==> src/rtl/freq_duty_meter.sv <==
// Measures period and high time of an asynchronous divided clock in i_clk_in cycles.
// One result per complete input period, strobed with o_meas_valid.
module freq_duty_meter #(
   parameter int CNT_W       = 16,
   parameter int SYNC_STAGES = 2
) (
   input  logic             i_clk_in,
   input  logic             i_rst_n,
   input  logic             i_sig_in,
   input  logic             i_meas_en,
   output logic [CNT_W-1:0] o_period,
   output logic [CNT_W-1:0] o_high_time,
   output logic             o_meas_valid,
   output logic             o_timeout_err,
   output logic             o_busy
);

   localparam logic [1:0] ST_IDLE = 2'd0;
   localparam logic [1:0] ST_ARM  = 2'd1;
   localparam logic [1:0] ST_HIGH = 2'd2;
   localparam logic [1:0] ST_LOW  = 2'd3;

   localparam logic [CNT_W-1:0] CNT_MAX  = '1;
   localparam logic [CNT_W-1:0] CNT_ONE  = CNT_W'(1);
   localparam logic [CNT_W-1:0] CNT_ZERO = '0;

   logic [SYNC_STAGES-1:0] r_sync;
   logic                   r_sigDly;
   logic                   w_sig;
   logic                   w_rise;
   logic                   w_fall;

   logic [1:0]       r_state;
   logic [CNT_W-1:0] r_cnt;
   logic [CNT_W-1:0] r_hiReg;
   logic [CNT_W-1:0] r_period;
   logic [CNT_W-1:0] r_highTime;
   logic             r_measValid;
   logic             r_timeoutErr;

   // Rise and fall share the same pipeline depth, so measured widths carry no bias.
   always_ff @(posedge i_clk_in or negedge i_rst_n) begin
      if (!i_rst_n) begin
         r_sync   <= '0;
         r_sigDly <= 1'b0;
      end else begin
         r_sync   <= {r_sync[SYNC_STAGES-2:0], i_sig_in};
         r_sigDly <= r_sync[SYNC_STAGES-1];
      end
   end

   assign w_sig  = r_sync[SYNC_STAGES-1];
   assign w_rise = w_sig & ~r_sigDly;
   assign w_fall = ~w_sig & r_sigDly;

   always_ff @(posedge i_clk_in or negedge i_rst_n) begin
      if (!i_rst_n) begin
         r_state      <= ST_IDLE;
         r_cnt        <= CNT_ZERO;
         r_hiReg      <= CNT_ZERO;
         r_period     <= CNT_ZERO;
         r_highTime   <= CNT_ZERO;
         r_measValid  <= 1'b0;
         r_timeoutErr <= 1'b0;
      end else begin
         r_measValid <= 1'b0;
         if (!i_meas_en) begin
            r_state      <= ST_IDLE;
            r_cnt        <= CNT_ZERO;
            r_timeoutErr <= 1'b0;
         end else begin
            case (r_state)
               ST_IDLE: begin
                  r_cnt   <= CNT_ZERO;
                  r_state <= ST_ARM;
               end
               ST_ARM: begin
                  if (w_rise) begin
                     r_cnt   <= CNT_ONE;
                     r_state <= ST_HIGH;
                  end
               end
               ST_HIGH: begin
                  if (w_fall) begin
                     r_hiReg <= r_cnt;
                     r_cnt   <= r_cnt + CNT_ONE;
                     r_state <= ST_LOW;
                  end else if (r_cnt == CNT_MAX) begin
                     r_timeoutErr <= 1'b1;
                     r_cnt        <= CNT_ZERO;
                     r_state      <= ST_ARM;
                  end else begin
                     r_cnt <= r_cnt + CNT_ONE;
                  end
               end
               ST_LOW: begin
                  // A rise closes the period and immediately opens the next one.
                  if (w_rise) begin
                     r_period    <= r_cnt;
                     r_highTime  <= r_hiReg;
                     r_measValid <= 1'b1;
                     r_cnt       <= CNT_ONE;
                     r_state     <= ST_HIGH;
                  end else if (r_cnt == CNT_MAX) begin
                     r_timeoutErr <= 1'b1;
                     r_cnt        <= CNT_ZERO;
                     r_state      <= ST_ARM;
                  end else begin
                     r_cnt <= r_cnt + CNT_ONE;
                  end
               end
               default: begin
                  r_state <= ST_IDLE;
                  r_cnt   <= CNT_ZERO;
               end
            endcase
         end
      end
   end

   assign o_period      = r_period;
   assign o_high_time   = r_highTime;
   assign o_meas_valid  = r_measValid;
   assign o_timeout_err = r_timeoutErr;
   assign o_busy        = (r_state != ST_IDLE);

endmodule

==> config.mk <==
export PLATFORM = sky130hd
export DESIGN_NAME = freq_duty_meter
export DESIGN_NICKNAME = d
export VERILOG_FILES = /design/src/rtl/freq_duty_meter.sv
export SDC_FILE = /design/constraint.sdc
export NUM_CORES = 1
export LEC_CHECK = 0
export CAP_MARGIN = 20
export CORE_MARGIN = 1.5
export CORE_UTILIZATION = 49
export DETAILED_ROUTE_END_ITERATION = 10
export PLACE_DENSITY = 0.75
export SYNTH_ARGS = -nofsm -noshare
export SYNTH_HDL_FRONTEND = slang
export SYNTH_SLANG_ARGS = --single-unit
==> constraint.sdc <==
create_clock -name i_clk_in -period 1.95 [get_ports i_clk_in]
set_input_delay 0.39 -clock i_clk_in [delete_from_list [all_inputs] [get_ports i_clk_in]]
set_output_delay 0.39 -clock i_clk_in [all_outputs]
set_load 0.05 [all_outputs]
After elaboration in Yosys (flattened, before gate mapping)

Index checks and enable logic that the tools add are counted.

Add/subtract/negate cells: 1
Equality and inequality tests: 8
Multiplexer cells: 20
Bitwise operators: 4
Reduce and logical (&&, ||, !) cells: 5

Operator list:

| cell                                                                  | number |
|---|---|
| 16-bit two-way mux                                                    | 5 |
| 16-bit one-hot mux with 4 select lines                                | 1 |
| 16-bit by 1-bit adder with 16-bit output, second input constant       | 1 |
| 16-bit equality test, second input constant                           | 1 |
| 2-bit two-way mux                                                     | 5 |
| 3-bit != test, second input constant                                  | 3 |
| 3-bit AND reduction                                                   | 3 |
| 2-bit one-hot mux with 4 select lines                                 | 1 |
| 1-bit two-way mux                                                     | 7 |
| 2-bit equality test, second input constant                            | 2 |
| 3-bit by 1-bit != test with 1-bit output, second input constant       | 1 |
| 1-bit AND                                                             | 2 |
| 2-bit by 1-bit equality test with 1-bit output, second input constant | 1 |
| 2-bit zero test                                                       | 1 |
| 1-bit NOT                                                             | 2 |
| 1-bit one-hot mux with 2 select lines                                 | 1 |
| 2-bit nonzero test                                                    | 1 |

Bits in registers: 71
Input bits: 4
Logic and storage cells: 47

Depth between registers and ports, before layout

Depth after elaboration: 5
Mapped depth: 8

Least setup slack after synthesis

OpenSTA, ideal clock, no wires.

Path kind: register to register
Start: reg r_cnt[0]
End: reg r_cnt[5]
Setup time: 0.122 ns
Arrival: 1.770 ns
Required time: 1.828 ns
Slack: 0.058 ns
Cell stages (with the launch flop): 7
Clock period less this slack: 1.892 ns
Cells stage by stage: dfrtp_1 ha_1 nand3_1 or4_4 a22oi_2 o22ai_1 a32o_1

Word-level cells in the longest chain between the ends: 5
Elaborated cells between the ends (all ways): 7

RTL lines:

| what                                                                             | RTL line | text |
|---|---|---|
| from (decl)                                                                      | 34       | `logic [CNT_W-1:0] r_cnt;` |
| from (signal assigned)                                                           | 86       | `r_cnt <= r_cnt + CNT_ONE;` |
| from (signal assigned)                                                           | 93       | `r_cnt <= r_cnt + CNT_ONE;` |
| from (signal assigned)                                                           | 109      | `r_cnt <= r_cnt + CNT_ONE;` |
| 16-bit by 1-bit adder with 16-bit output or 16-bit equality test (tied branches) | -        |  |
| 16-bit two-way mux                                                               | 88, 104  |  |
| 16-bit two-way mux, on equally long branches                                     | 98, 84   |  |
| 16-bit one-hot mux with 4 select lines (*)                                       | 72       | `case (r_state)` |
| 16-bit two-way mux (*)                                                           | 67       | `if (!i_meas_en) begin` |

Every way passes the cells marked *; elsewhere a longest branch is shown, timed or not.
A chain may end at the register's enable or synchronous reset.

Final worst setup path

Start: reg r_period[15], in the netlist o_period[15]
End: out o_period[15]

RTL lines:

| what                   | RTL line | text |
|---|---|---|
| from (decl)            | 36       | `logic [CNT_W-1:0] r_period;` |
| from (signal assigned) | 99       | `r_period <= r_cnt;` |
| to (decl)              | 11       | `output logic [CNT_W-1:0] o_period,` |

No word-level cell between the ends.

==> out/results.ini <==
[routing]
wirelength_mm = 6.058
drc = 0
drt.antenna.violating_nets = 0
drtIter0Drc = 127
viasPerCell = 5.486
vias = 2167
first_pass_iters = 4
wl_per_cell_um = 15.34

[min_path]
hold_class = input pin to asynchronous set/reset pin

[clock_tree]
clk_root_buffer_cell = clkbuf_8
cts_sinks = 71
cts_tree = built
cts_hold_buffers = 0
clkSlewWorstSetupHoldPaths_ns = 0.07
htree_levels = 3
clock_latency_ns = 0.34
clock_path_buffers = 2
numCtsBuffers = 9

[synth]
synth_nets = 245
synth-seq-area-share = 0.5890
synthFlopType = dfrtp_1
synth.avg_cell_area_um2 = 12.57
synth_edf_count = 0
yosys_warnings = 0
yosys.area.top_type = dfrtp_1
syn_area_mm2 = 0.003017
synth.ff_latch_count = 71
synth_cell_type_count = 42
synth.most_common_cell = dfrtp_1
synth_top_area_frac = 0.5890
synthCells = 240
synth_area_leaders = dfrtp_1 59%, mux2_2 18%, nand3_1 2.5%, nand2_1 1.7%, nor2_1 1.5%
synth_commonest_cells = 71 x dfrtp_1, 47 x mux2_2, 15 x nand3_1
ys_async_sr_fraction = 1.000

[global_routing]
grt_first_pass_wirelength_mm = 9.901
grt_most_used_layer = met2
met3_usage = 0.04222
grt_start_max_net_pins = 72
first_global_vias = 2084
grt-ovfl-total = 0
antenna_found_initial = 0
grt_use_total = 0.2029
met1_usage = 0.2645
grtUsageMet2 = 0.3174

[pwr]
fin_total_pwr_mw = 2.780
ir_drop_mv = 0.3931
p_leak_nw = 1.867
power_density_mw_per_mm2 = 708.5

[die]
num_rows = 28
die_h_um = 81.46
core_mm2 = 0.005921
io_pins = 39
die_w_um = 81.46
dieArea_mm2 = 0.006636
start_util = 0.5095

[critical_path]
worstPathArrival_ns = 1.51
path_depth = 1
cp-start-kind = flip-flop
critPathKind = flip-flop to output port
worstPathRequired_ns = 1.56
cp_top_family = buffers and inverters
cp_slowest_cell = clkdlybuf4s50_1
crit_chain = clkdlybuf4s50_1
reg2reg_depth = 6
cp-end-kind = output port
slowest_delay_ns = 0.81
path_max_fanout = 2
crit_buf_inv = 1

[timing]
setup_tns_ns = 0
grt_setup_unrepaired = false
max_freq_mhz = 526.7
hold_violations = 0
final.setup_skew_ns = 0.01078
relSlewSlack = 0.6618
final_max_slew_viol_count = 0
worstMarginPinSlew_ns = 0.5056
min_period_over_period = 0.9737
fin_crit_ns = 1.899
finalSetupViolations = 0

[job]
cap_violations = 0

[place]
gp_congestion = 0.8330
hpwl_mm = 3.966
portBuffers = 38

[layout]
num_antenna_cells = 0
area_growth_pct = 30.07
drive_gt1_frac = 0.3375
nets = 320

[run_status]
run_status = completed

per-layer routing:
| layer | routed length (um) | vias to the layer above |
|---|---|---|
| li1 | - | 1018 |
| met1 | 2859 | 1093 |
| met2 | 2881 | 44 |
| met3 | 196 | 12 |
| met4 | 121 | 0 |
| met5 | 0 | - |
kinds of logic after synthesis:
family | count (synthesis) | synth area share
simple gates | 74 | 0.1298
fa+ha+maj | 1 | 0.004147
xor+xnor | 1 | 0.002904
buf+inv | 12 | 0.02157
flops | 71 | 0.5890
compound gates | 32 | 0.07052
mux | 49 | 0.1821
cell usage in the layout, fill, tap and decap left out, drive strengths merged, types with 2 or more instances in the layout:
cell / synthesis / final
a21boi: 2 / 2
a21oi: 8 / 8
a32o: 2 / 2
and3: 3 / 3
buf: 9 / 40
clkbuf: 1 / 13
clkdlybuf4s50: 0 / 33
dfrtp: 71 / 71
inv: 2 / 2
mux2: 47 / 47
mux2i: 2 / 2
nand2: 15 / 15
nand2b: 4 / 4
nand3: 15 / 15
nand3b: 4 / 4
nand4: 5 / 5
nor2: 12 / 12
nor2b: 4 / 4
o21ai: 8 / 8
o22ai: 2 / 2
or3: 4 / 4
or4: 3 / 3
worst paths after layout:
kind / start / end / slack, ns
hold / removal: i_rst_n / o_period[4]$_DFFE_PN0P_ / 0.05
setup / recovery: o_period[15]$_DFFE_PN0P_ / o_period[15] / 0.05
hold reg to reg: r_sync[0]$_DFF_PN0_ / r_sync[1]$_DFF_PN0_ / 0.35
setup reg to reg: r_cnt[1]$_DFFE_PN0P_ / r_cnt[5]$_DFFE_PN0P_ / 0.06
max in group asynchronous: i_rst_n / r_cnt[1]$_DFFE_PN0P_ / 1.58
min in group i_clk_in: r_sync[0]$_DFF_PN0_ / r_sync[1]$_DFF_PN0_ / 0.35
sequential cells by signal, summed over array words and instances (netlist names):
register       flops
o_high_time       16
r_sigDly           1
r_state            2
r_cnt             16
o_timeout_err      1
o_meas_valid       1
r_sync             2
r_hiReg           16
o_period          16
through the flow:
step                      instances    util  setup slack (ns)  hold slack (ns)  cell area (um2)
after floorplan                 240       -           0.05818          0.09441             3017
after global placement          376  0.6221           -0.1056           0.3338             3684
after detailed placement        376  0.6221           -0.1228           0.3364             3684
after CTS                       392  0.6557           0.01888          0.07429             3882
after global routing            395  0.6627          0.003741          0.09213             3924
final                           395  0.6627           0.05123          0.05051             3924
power breakdown:
group | leakage (nW) | switching, mW | total (mW) | internal [mW]
clock | 0.0936 | 0.523 | 1.15 | 0.626
combinational | 0.791 | 0.0841 | 0.136 | 0.0516
sequential | 0.982 | 0.0139 | 1.50 | 1.48
total | 1.87 | 0.621 | 2.78 | 2.16
layout make-up:
class	instances	area [um2]
timing repair buffer	74	653.1
clock inverter	3	42.54
clock buffer	13	148.9
multi-input combinational	157	1201
fill	461	1997
tap	75	93.84
sequential	71	1777
inverter	2	7.507
timing repair:
| item | 4_1_cts | 5_1_grt |
|---|---|---|
| resized for setup | 2 | 3 |
| pin swaps | 2 | 1 |
| buffers inserted | 0 | 3 |
| endpoints found under the setup margin | 3 | 4 |
Power figures use the tool's default switching activity.
